`src/rtl/tsv_lane_arbiter_pkg.sv`:
```
// Shared types and sizing helpers for the TSV lane arbiter.
// The arbiter and its interface import this package.
package tsv_link_pkg;

  typedef enum logic {IDLE = 1'b0, SEND = 1'b1} state_e;

  // Far-layer receive buffers hold at most 15 slots.
  localparam int CRW = 4;

  function automatic int beats_f(input int dw, input int tw);
    return dw / tw;
  endfunction

  function automatic int clog2_f(input int v);
    int r;
    r = 0;
    while ((1 << r) < v) r++;
    return r;
  endfunction

endpackage

```
`src/rtl/tsv_lane_arbiter_if.sv`:
```
// Requester and TSV-side signal bundle for tsv_lane_arbiter.
// The slave modport is the arbiter; the master modport is its environment.
interface tsv_lane_arbiter_if import tsv_link_pkg::*; #(
  parameter int NREQ = 4,
  parameter int DW   = 16,
  parameter int TW   = 4,
  parameter int IDW  = clog2_f(NREQ)
) ();

  logic [NREQ-1:0]    req_valid;
  logic [NREQ*DW-1:0] req_data;
  logic [NREQ-1:0]    req_ready;
  logic [TW-1:0]      tsv_data;
  logic               tsv_valid;
  logic               tsv_first;
  logic               tsv_last;
  logic [IDW-1:0]     tsv_id;
  logic               tsv_parity;
  logic               tsv_credit;
  logic               busy;
  logic               cred_ovf;

  modport slave (
    input  req_valid, req_data, tsv_credit,
    output req_ready, tsv_data, tsv_valid, tsv_first, tsv_last,
           tsv_id, tsv_parity, busy, cred_ovf
  );

  modport master (
    output req_valid, req_data, tsv_credit,
    input  req_ready, tsv_data, tsv_valid, tsv_first, tsv_last,
           tsv_id, tsv_parity, busy, cred_ovf
  );

endinterface

```
`src/rtl/tsv_lane_arbiter_rr_arbiter.sv`:
```
// Combinational round-robin pick: first set request at or after ptr, wrapping.
module rr_arbiter #(
  parameter int NREQ = 4,
  parameter int PW   = 2
) (
  input  logic [NREQ-1:0] req,
  input  logic [PW-1:0]   ptr,
  output logic [NREQ-1:0] grant,
  output logic            any_grant
);

  logic [PW-1:0] idx;
  logic          found;

  always_comb begin
    grant = '0;
    found = 1'b0;
    idx   = '0;
    for (int i = 0; i < NREQ; i++) begin
      idx = PW'((int'(ptr) + i) % NREQ);
      if (!found && req[idx]) begin
        grant[idx] = 1'b1;
        found      = 1'b1;
      end
    end
  end

  assign any_grant = found;

endmodule

```
`src/rtl/tsv_lane_arbiter.sv`:
```
// Round-robin, credit-flow-controlled serialiser of NREQ DW-bit words onto TW TSV lanes.
// Optional feature macro: TSV_PARITY_EN (even parity per beat on tsv_parity).
module tsv_lane_arbiter import tsv_link_pkg::*; #(
  parameter int NREQ    = 4,
  parameter int DW      = 16,
  parameter int TW      = 4,
  parameter int CREDITS = 2
) (
  input  logic              clk1,
  input  logic              rst,
  tsv_lane_arbiter_if.slave bus
);

  localparam int BEATS = beats_f(DW, TW);
  localparam int IDW   = clog2_f(NREQ);
  localparam int BW    = (BEATS > 1) ? clog2_f(BEATS) : 1;

  if (DW % TW != 0) begin : g_dw_chk
    $error("tsv_lane_arbiter: DW must be a multiple of TW");
  end
  if (CREDITS < 1 || CREDITS > 15) begin : g_cred_chk
    $error("tsv_lane_arbiter: CREDITS must be in 1..15");
  end
  if (NREQ < 2) begin : g_nreq_chk
    $error("tsv_lane_arbiter: NREQ must be at least 2");
  end

  state_e          state_q, state_d;
  logic [CRW-1:0]  cred_q;
  logic [IDW-1:0]  ptr_q, id_q, win_id;
  logic [BW-1:0]   beat_q;
  logic [DW-1:0]   word_q, win_word, word_nxt;
  logic [NREQ-1:0] grant;
  logic            any_grant, accept, send, last_beat, ovf_q;

  rr_arbiter #(.NREQ(NREQ), .PW(IDW)) u_arb (
    .req       (bus.req_valid),
    .ptr       (ptr_q),
    .grant     (grant),
    .any_grant (any_grant)
  );

  assign send      = (state_q == SEND);
  assign accept    = (state_q == IDLE) && any_grant && (cred_q != '0);
  assign last_beat = send && (beat_q == BW'(BEATS - 1));
  // Word is held right-aligned; each beat shifts the next slice into the low lanes.
  assign word_nxt  = word_q >> TW;

  always_comb begin
    win_word = '0;
    win_id   = '0;
    for (int i = 0; i < NREQ; i++) begin
      if (grant[i]) begin
        win_word = bus.req_data[i*DW +: DW];
        win_id   = IDW'(i);
      end
    end
  end

  always_comb begin
    state_d = state_q;
    case (state_q)
      IDLE:    if (accept)    state_d = SEND;
      SEND:    if (last_beat) state_d = IDLE;
      default:                state_d = IDLE;
    endcase
  end

  always_ff @(posedge clk1) begin
    if (rst) begin
      state_q <= IDLE;
      cred_q  <= CRW'(CREDITS);
      ptr_q   <= '0;
      beat_q  <= '0;
      word_q  <= '0;
      id_q    <= '0;
      ovf_q   <= 1'b0;
    end else begin
      state_q <= state_d;
      if (accept) begin
        word_q <= win_word;
        id_q   <= win_id;
        beat_q <= '0;
        ptr_q  <= (win_id == IDW'(NREQ - 1)) ? '0 : win_id + IDW'(1);
      end else if (send) begin
        word_q <= word_nxt;
        beat_q <= last_beat ? '0 : beat_q + BW'(1);
      end
      // A grant and a returned credit in the same cycle cancel out.
      if (accept && !bus.tsv_credit) begin
        cred_q <= cred_q - CRW'(1);
      end else if (!accept && bus.tsv_credit) begin
        if (cred_q == CRW'(CREDITS)) ovf_q  <= 1'b1;
        else                         cred_q <= cred_q + CRW'(1);
      end
    end
  end

  assign bus.req_ready = accept ? grant : '0;
  assign bus.tsv_valid = send;
  assign bus.tsv_data  = send ? word_q[TW-1:0] : '0;
  assign bus.tsv_id    = send ? id_q : '0;
  assign bus.tsv_first = send && (beat_q == '0);
  assign bus.tsv_last  = last_beat;
  assign bus.busy      = send;
  assign bus.cred_ovf  = ovf_q;

`ifdef TSV_PARITY_EN
  logic par_q;

  always_ff @(posedge clk1) begin
    if (rst)                     par_q <= 1'b0;
    else if (accept)             par_q <= ^win_word[TW-1:0];
    else if (send && !last_beat) par_q <= ^word_nxt[TW-1:0];
    else                         par_q <= 1'b0;
  end

  assign bus.tsv_parity = par_q;
`else
  assign bus.tsv_parity = 1'b0;
`endif

endmodule

```
`src/flat_wrapper.sv`:
```
// flat-port wrapper written by rule: the top's interface ports become plain ports
module tsv_lane_arbiter_flat import tsv_link_pkg::*;
#(
  parameter int NREQ    = 4,
  parameter int DW      = 16,
  parameter int TW      = 4,
  parameter int CREDITS = 2
)
  (clk1, rst, bus_req_valid, bus_req_data, bus_tsv_credit, bus_req_ready, bus_tsv_data, bus_tsv_valid, bus_tsv_first, bus_tsv_last, bus_tsv_id, bus_tsv_parity, bus_busy, bus_cred_ovf);
  tsv_lane_arbiter_if #(.NREQ(NREQ), .DW(DW), .TW(TW)) bus_i ();
  input  logic clk1;
  input  logic rst;
  input wire logic [$bits(bus_i.req_valid)-1:0] bus_req_valid;
  input wire logic [$bits(bus_i.req_data)-1:0] bus_req_data;
  input wire logic [$bits(bus_i.tsv_credit)-1:0] bus_tsv_credit;
  output wire logic [$bits(bus_i.req_ready)-1:0] bus_req_ready;
  output wire logic [$bits(bus_i.tsv_data)-1:0] bus_tsv_data;
  output wire logic [$bits(bus_i.tsv_valid)-1:0] bus_tsv_valid;
  output wire logic [$bits(bus_i.tsv_first)-1:0] bus_tsv_first;
  output wire logic [$bits(bus_i.tsv_last)-1:0] bus_tsv_last;
  output wire logic [$bits(bus_i.tsv_id)-1:0] bus_tsv_id;
  output wire logic [$bits(bus_i.tsv_parity)-1:0] bus_tsv_parity;
  output wire logic [$bits(bus_i.busy)-1:0] bus_busy;
  output wire logic [$bits(bus_i.cred_ovf)-1:0] bus_cred_ovf;
  assign bus_i.req_valid = bus_req_valid;
  assign bus_i.req_data = bus_req_data;
  assign bus_i.tsv_credit = bus_tsv_credit;
  assign bus_req_ready = bus_i.req_ready;
  assign bus_tsv_data = bus_i.tsv_data;
  assign bus_tsv_valid = bus_i.tsv_valid;
  assign bus_tsv_first = bus_i.tsv_first;
  assign bus_tsv_last = bus_i.tsv_last;
  assign bus_tsv_id = bus_i.tsv_id;
  assign bus_tsv_parity = bus_i.tsv_parity;
  assign bus_busy = bus_i.busy;
  assign bus_cred_ovf = bus_i.cred_ovf;
  tsv_lane_arbiter #(.NREQ(NREQ), .DW(DW), .TW(TW), .CREDITS(CREDITS)) u_core (.clk1(clk1), .rst(rst), .bus(bus_i));
endmodule
```
`config.mk`:
```
export PLATFORM = sky130hd
export DESIGN_NAME = tsv_lane_arbiter_flat
export DESIGN_NICKNAME = d
export VERILOG_FILES = /design/src/rtl/tsv_lane_arbiter_pkg.sv /design/src/rtl/tsv_lane_arbiter_if.sv /design/src/rtl/tsv_lane_arbiter_rr_arbiter.sv /design/src/rtl/tsv_lane_arbiter.sv /design/src/flat_wrapper.sv
export SDC_FILE = /design/constraint.sdc
export NUM_CORES = 1
export LEC_CHECK = 0
export CAP_MARGIN = 20
export CORE_ASPECT_RATIO = 1.25
export CORE_UTILIZATION = 49
export CTS_CLUSTER_SIZE = 10
export DETAILED_ROUTE_END_ITERATION = 16
export GPL_ROUTABILITY_DRIVEN = 0
export PLACE_DENSITY = 0.87
export SYNTH_ARGS = -nofsm -noshare
export SYNTH_HDL_FRONTEND = slang
export SYNTH_HIERARCHICAL = 1
export SYNTH_SLANG_ARGS = --single-unit
```
`constraint.sdc`:
```
create_clock -name clk1 -period 5.9 [get_ports clk1]
set_clock_uncertainty 0.1 [all_clocks]
set_input_delay 0.59 -clock clk1 [delete_from_list [all_inputs] [get_ports clk1]]
set_output_delay 0.59 -clock clk1 [all_outputs]
set_load 0.005 [all_outputs]
```
# == Word level (Yosys, flattened, before mapping) ==
# Cells that the tools add are included.
# totals
ff_bits,28
elab_cells,100
# op_classes
n_lt_le_gt_ge,8
reduce_logical,25
add_sub_neg,7
mux,44
bitwise,5
n_eq_ne,4
# op_table
cell,count
2-to-1 mux 16 bit,6
2-to-1 mux 4 bit,9
2-to-1 mux 1 bit,15
logical AND 1 bit,13
"less-than comparator 2 x 3 -> 1 bit, second input constant",4
bitwise OR 4 bit,3
2-to-1 mux 2 bit,5
binary-select mux 1 bit (select 2 bit),4
demux 1 bit (select 2 bit),4
">= comparator 2 x 1 -> 1 bit, second input constant",4
"adder 2 x 1 -> 2 bit, second input constant",3
zero test 1 bit,5
"adder 2 bit, second input constant",2
"adder 4 x 1 -> 4 bit, second input constant",1
"equality test 2 bit, second input constant",2
"equality test 4 x 2 -> 1 bit, second input constant",1
nonzero test 2 bit,2
nonzero test 4 bit,1
"subtractor 4 x 1 -> 4 bit, second input constant",1
AND reduction 3 bit,1
zero test 2 bit,1
"inequality test 2 x 1 -> 1 bit, second input constant",1
inverter 1 bit,2
one-hot mux 1 bit (2 select lines),1
other kinds (2),2

# == Depth between registers and ports, before layout ==
# depth
depth_word,18
ltp_mapped,13

# == Cells and area by module ==
# The synthesis kept the hierarchy.
# modules_own_cells
module,area_each_um2,n_inst,cells_per_inst,seq_area_each_um2
tsv_lane_arbiter,1918.1,1,229,560.5
rr_arbiter,494.2,1,62,0.0

# == Worst setup path after synthesis ==
# OpenSTA, ideal clock, no wires.
# synth_path
path_type,register to output
start,register u_core.ptr_q[1]
end,output port bus_req_ready[2]
path_stages_with_launch,12
t_arrival_ns,2.879
setup_slack_ns,2.331
cell_sequence,dfxtp_1 > clkbuf_1 > inv_1 > ha_1 > mux2i_1 > mux2_2 > a211oi_1 > o2bb2ai_1 > clkbuf_1 > clkbuf_1 > inv_1 > nor2_1
# synth_lines
item,line,rtl
from (decl),tsv_lane_arbiter.sv:30,"logic [IDW-1:0] ptr_q, id_q, win_id;"
from (signal assigned),tsv_lane_arbiter.sv:84,ptr_q <= (win_id == IDW'(NREQ - 1)) ? '0 : win_id + IDW'(1);
"parallel branches: the longest is 11 deep, another holds less-than comparator 2 x 3 -> 1 bit",--,
2-to-1 mux 4 bit (*),tsv_lane_arbiter_rr_arbiter.sv:21,if (!found && req[idx]) begin
net u_core.grant[2],tsv_lane_arbiter.sv:33,logic [NREQ-1:0] grant;
2-to-1 mux 4 bit (*),tsv_lane_arbiter.sv:99,assign bus.req_ready = accept ? grant : '0;
to (decl),flat_wrapper.sv:16,output wire logic [$bits(bus_i.req_ready)-1:0] bus_req_ready;
# Mark *: on every way through the listed nets, which the timed path passes. The select of a mux whose other input is x is not followed.

# == Worst setup path in the final report ==
# layout_path
start,register u_core.ptr_q[0]
end,output port bus_req_ready[3]
# Same word-level chain as after synthesis.

==> results.md <==
- Status: finished clean
- GR Util All Layers: 25.9%
- Fin area: 3330 um2
- Synth cell types: 49
- Post-CTS sizing: 0
- Slew Viols, Final: 0
- DRC viols: 0
- Hold Startpoint: u_core/bus.cred_ovf$_SDFFE_PP0P_
- NumNets Final: 443
- Leakage power: 1.25 nW
- Area delta synth->final: 38.1%
- Vias: 2531
- Worst Path Max Fanout: 33
- Cell taking the most area after synthesis: dfxtp_1
- Final worst path period need: 4430 ps
- Fill count: 393
- DR WL/cell: 16.2 um
- Syn Area/Cell: 8.29 um2
- Die width: 64.8 um
- Required @ worst endpoint: 5210 ps
- Seq/Total Area, Yosys: 23.2%
- Final setup violation count: 0
- Top cell type's share of synthesized area: 23.2%
- Endpoint class of the critical path: primary output
- Largest net degree at the start of global routing: 34
- # IOs: 87
- Worst slew margin: 30.2%
- Critical path type: reg -> out
- Initial antenna violation count: 0
- DR iter-0 viols: 218
- Root Buffer: clkbuf_8
- Final Hold Viols: 0
- Worst R2R Start: u_core/ptr_q[0]$_SDFFE_PP0N_
- Core ar.: 4730 um2
- Syn. warnings: 6
- Drt total wl: 6.77 mm
- Worst EP arrival: 3740 ps
- Unrepaired setup endpoints after global routing: no
- R2R setup slack: 1720 ps
- Die H: 80.4 um
- Vias in the first global route: 2358
- TritonCTS Sinks: 28
- Max VDD drop: 0.316 mV
- Most frequent cell on the critical path: inv_1
- Max stage delay cell, worst path: dfxtp_1
- Mapped cell area: 2410 um2
- Post-CTS Setup Bufs: 0
- Routed vias/inst: 6.04
- Grt total ovfl: 0
- H-tree depth: 1
- Worst-margin pin slew: 1050 ps
- CTS Buf Count: 3
- FF-to-FF path depth: 11
- Fmax: 0.226 GHz
- Crit path largest cell delay: 760 ps
- Setup crit start kind: flip-flop
- #FFs+latches synth: 28
- Clock-pin transition on the worst setup and hold timing paths: 90 ps
- Worst skew pair latency: 280 ps
- Cells after synthesis: 291
- TritonRoute pass-1 iters: 5
- Worst path cell trace: inv_1 > ha_1 > mux2i_1 > mux2_2 > a221oi_2 > o2bb2ai_2 > buf_4 > inv_1 > nor2_1 > clkdlybuf4s50_1
- CP delay by family, top: buffers and inverters
- Initial Util: 51.0%
- Number of flops mapped to enable cells by yosys: 0
- Die area: 5210 um2
- FF-to-FF End: u_core/word_q[8]$_SDFFE_PP0P_
- Power per standard cell area: 415 nW/um2
- CTS Buffer Depth: 2
- Placed Cells: 414
- Max-cap violations: 0
- WHS Path Cells: 2
- Final antenna-violating net count: 0
- Post-CTS Hold Fix Bufs: 0
- Port bufs: 85
- Synthesized Nets: 374
- Asr flop ratio synth: 0%
- First-pass GRT wire length: 10.6 mm
- Sink of the worst hold path: u_core/bus.cred_ovf$_SDFFE_PP0P_
- Worst Hold Class: reg -> reg
- Hpwl dp: 5.10 mm
- Worst Path Buf+Inv: 4
- Final period utilization: 75.0%
- Post-Place Cell Area: 3230 um2
- Ys flop type: dfxtp_1
- Non-Filler Instances: 419
- Hold WS: 381 ps
- Layout cells sized above 1: 8.64%
- Post-layout util: 70.4%
- Num rows: 28
- Ant diodes: 0
- Largest cells by area after synthesis: dfxtp_1, a221o_1, ha_1
- CTS tree: done
- Final setup TNS: 0 ps
worst register-to-register path, stage by stage, from the launching register on:
cell	delay (ps)
dfxtp_1	760
inv_1	220
ha_1	420
mux2i_1	210
mux2_2	350
a211oi_1	220
o2bb2ai_1	100
buf_4	210
nor2b_1	830
a221o_1	280
a221oi_1	100
a2111oi_2	290
area by class of cell:
class / count / area (um2) / area share, %
clock inverters: 1 / 30.0 / 0.902
well taps: 60 / 75.1 / 2.25
repair buffers: 89 / 901 / 27.0
multi-input cells: 202 / 1580 / 47.5
flip-flops and latches: 28 / 561 / 16.8
clock buffers: 3 / 41.3 / 1.24
inverters: 36 / 140 / 4.21
cells by family (layout without fill, tap and decap cells):
kind of cell,count (synthesis),in the layout,share of synthesized area [%]
fa+ha+maj,12,12,6.22
compound gates,102,102,35.4
other cells,1,1,0.155
simple gates,71,71,16.1
xor+xnor,2,2,0.726
buf+inv,61,129,11.7
flops,28,28,23.2
mux,14,14,6.54
cell usage after synthesis (2+ instances only):
cell type  number
nor2_1         12
a21oi_1        28
inv_1          35
and2_1         10
a221oi_2        5
a221oi_1       12
o22ai_1         6
nand2_1        12
buf_2           4
a221o_1        15
or4_1           2
buf_6           3
a31o_1          2
ha_1           12
o21ai_0         5
buf_4           2
clkbuf_1       14
o2bb2ai_1       4
a211oi_1        7
a311oi_1        2
nor3_1          9
mux2i_1         9
nand3b_1        2
mux2_2          4
o211ai_1        2
nor2b_1         7
a2111oi_2       7
a31oi_1         2
nand2b_1        8
dfxtp_1        28
nand3_1         3
sequential cells by signal (all words and copies together) (netlist names):
signal and flops:
u_core/word_q 16, u_core/cred_q 4, u_core/beat_q 2, u_core/id_q 2, u_core/ptr_q 2, u_core/bus.busy 1, u_core/bus.cred_ovf 1
power breakdown:
group | internal, mW | total, mW | switching (mW)
registers | 0.253 | 0.324 | 0.0710
clock network | 0.0910 | 0.153 | 0.0618
logic | 0.410 | 0.904 | 0.494
layer usage:
| metal | routed length, um | track usage (%) | vias to the layer above |
|---|---|---|---|
| met5 | 0 | 0 | - |
| met4 | 210 | 13.3 | 0 |
| met3 | 324 | 2.56 | 16 |
| met2 | 3450 | 43.3 | 108 |
| met1 | 2780 | 32.4 | 1187 |
| li1 | - | - | 1220 |
through the flow:
stage | worst slack [ps] | power, mW
2_1_floorplan | 2330 | 0.985
3_3_place_gp | 1920 | 1.17
3_5_place_dp | 1740 | 1.21
4_1_cts | 1530 | 1.37
5_1_grt | 1140 | 1.48
6_report | 1470 | 1.38
worst max path at each step:
stage                                            start                        endpoint  cells past startpoint
final                     u_core/ptr_q[0]$_SDFFE_PP0N_                bus_req_ready[3]                     10
after global routing      u_core/ptr_q[0]$_SDFFE_PP0N_                bus_req_ready[2]                     10
after CTS                 u_core/ptr_q[0]$_SDFFE_PP0N_                bus_req_ready[3]                     10
after detailed placement  u_core/ptr_q[0]$_SDFFE_PP0N_  u_core/word_q[15]$_SDFFE_PP0P_                     11
after global placement                bus_req_valid[1]                bus_req_ready[3]                      9
after floorplan           u_core/ptr_q[1]$_SDFFE_PP0N_                bus_req_ready[2]                     11
placed cells by master (no fill, tap or decap), types with 3 or more instances in the layout:
| cell | n |
|---|---|
| nor3_1 | 9 |
| buf_4 | 3 |
| nand3_1 | 3 |
| a221oi_2 | 5 |
| nor2b_1 | 7 |
| nor2_1 | 12 |
| a221oi_1 | 12 |
| o21ai_0 | 5 |
| o22ai_1 | 6 |
| nand2b_1 | 8 |
| clkbuf_8 | 3 |
| inv_1 | 35 |
| dfxtp_1 | 28 |
| a2111oi_2 | 7 |
| clkdlybuf4s50_1 | 85 |
| ha_1 | 12 |
| mux2i_1 | 9 |
| nand2_1 | 12 |
| a211oi_1 | 7 |
| mux2_2 | 4 |
| a221o_1 | 15 |
| and2_1 | 10 |
| a21oi_1 | 28 |
No activity file was read; power rests on OpenSTA's default activity.
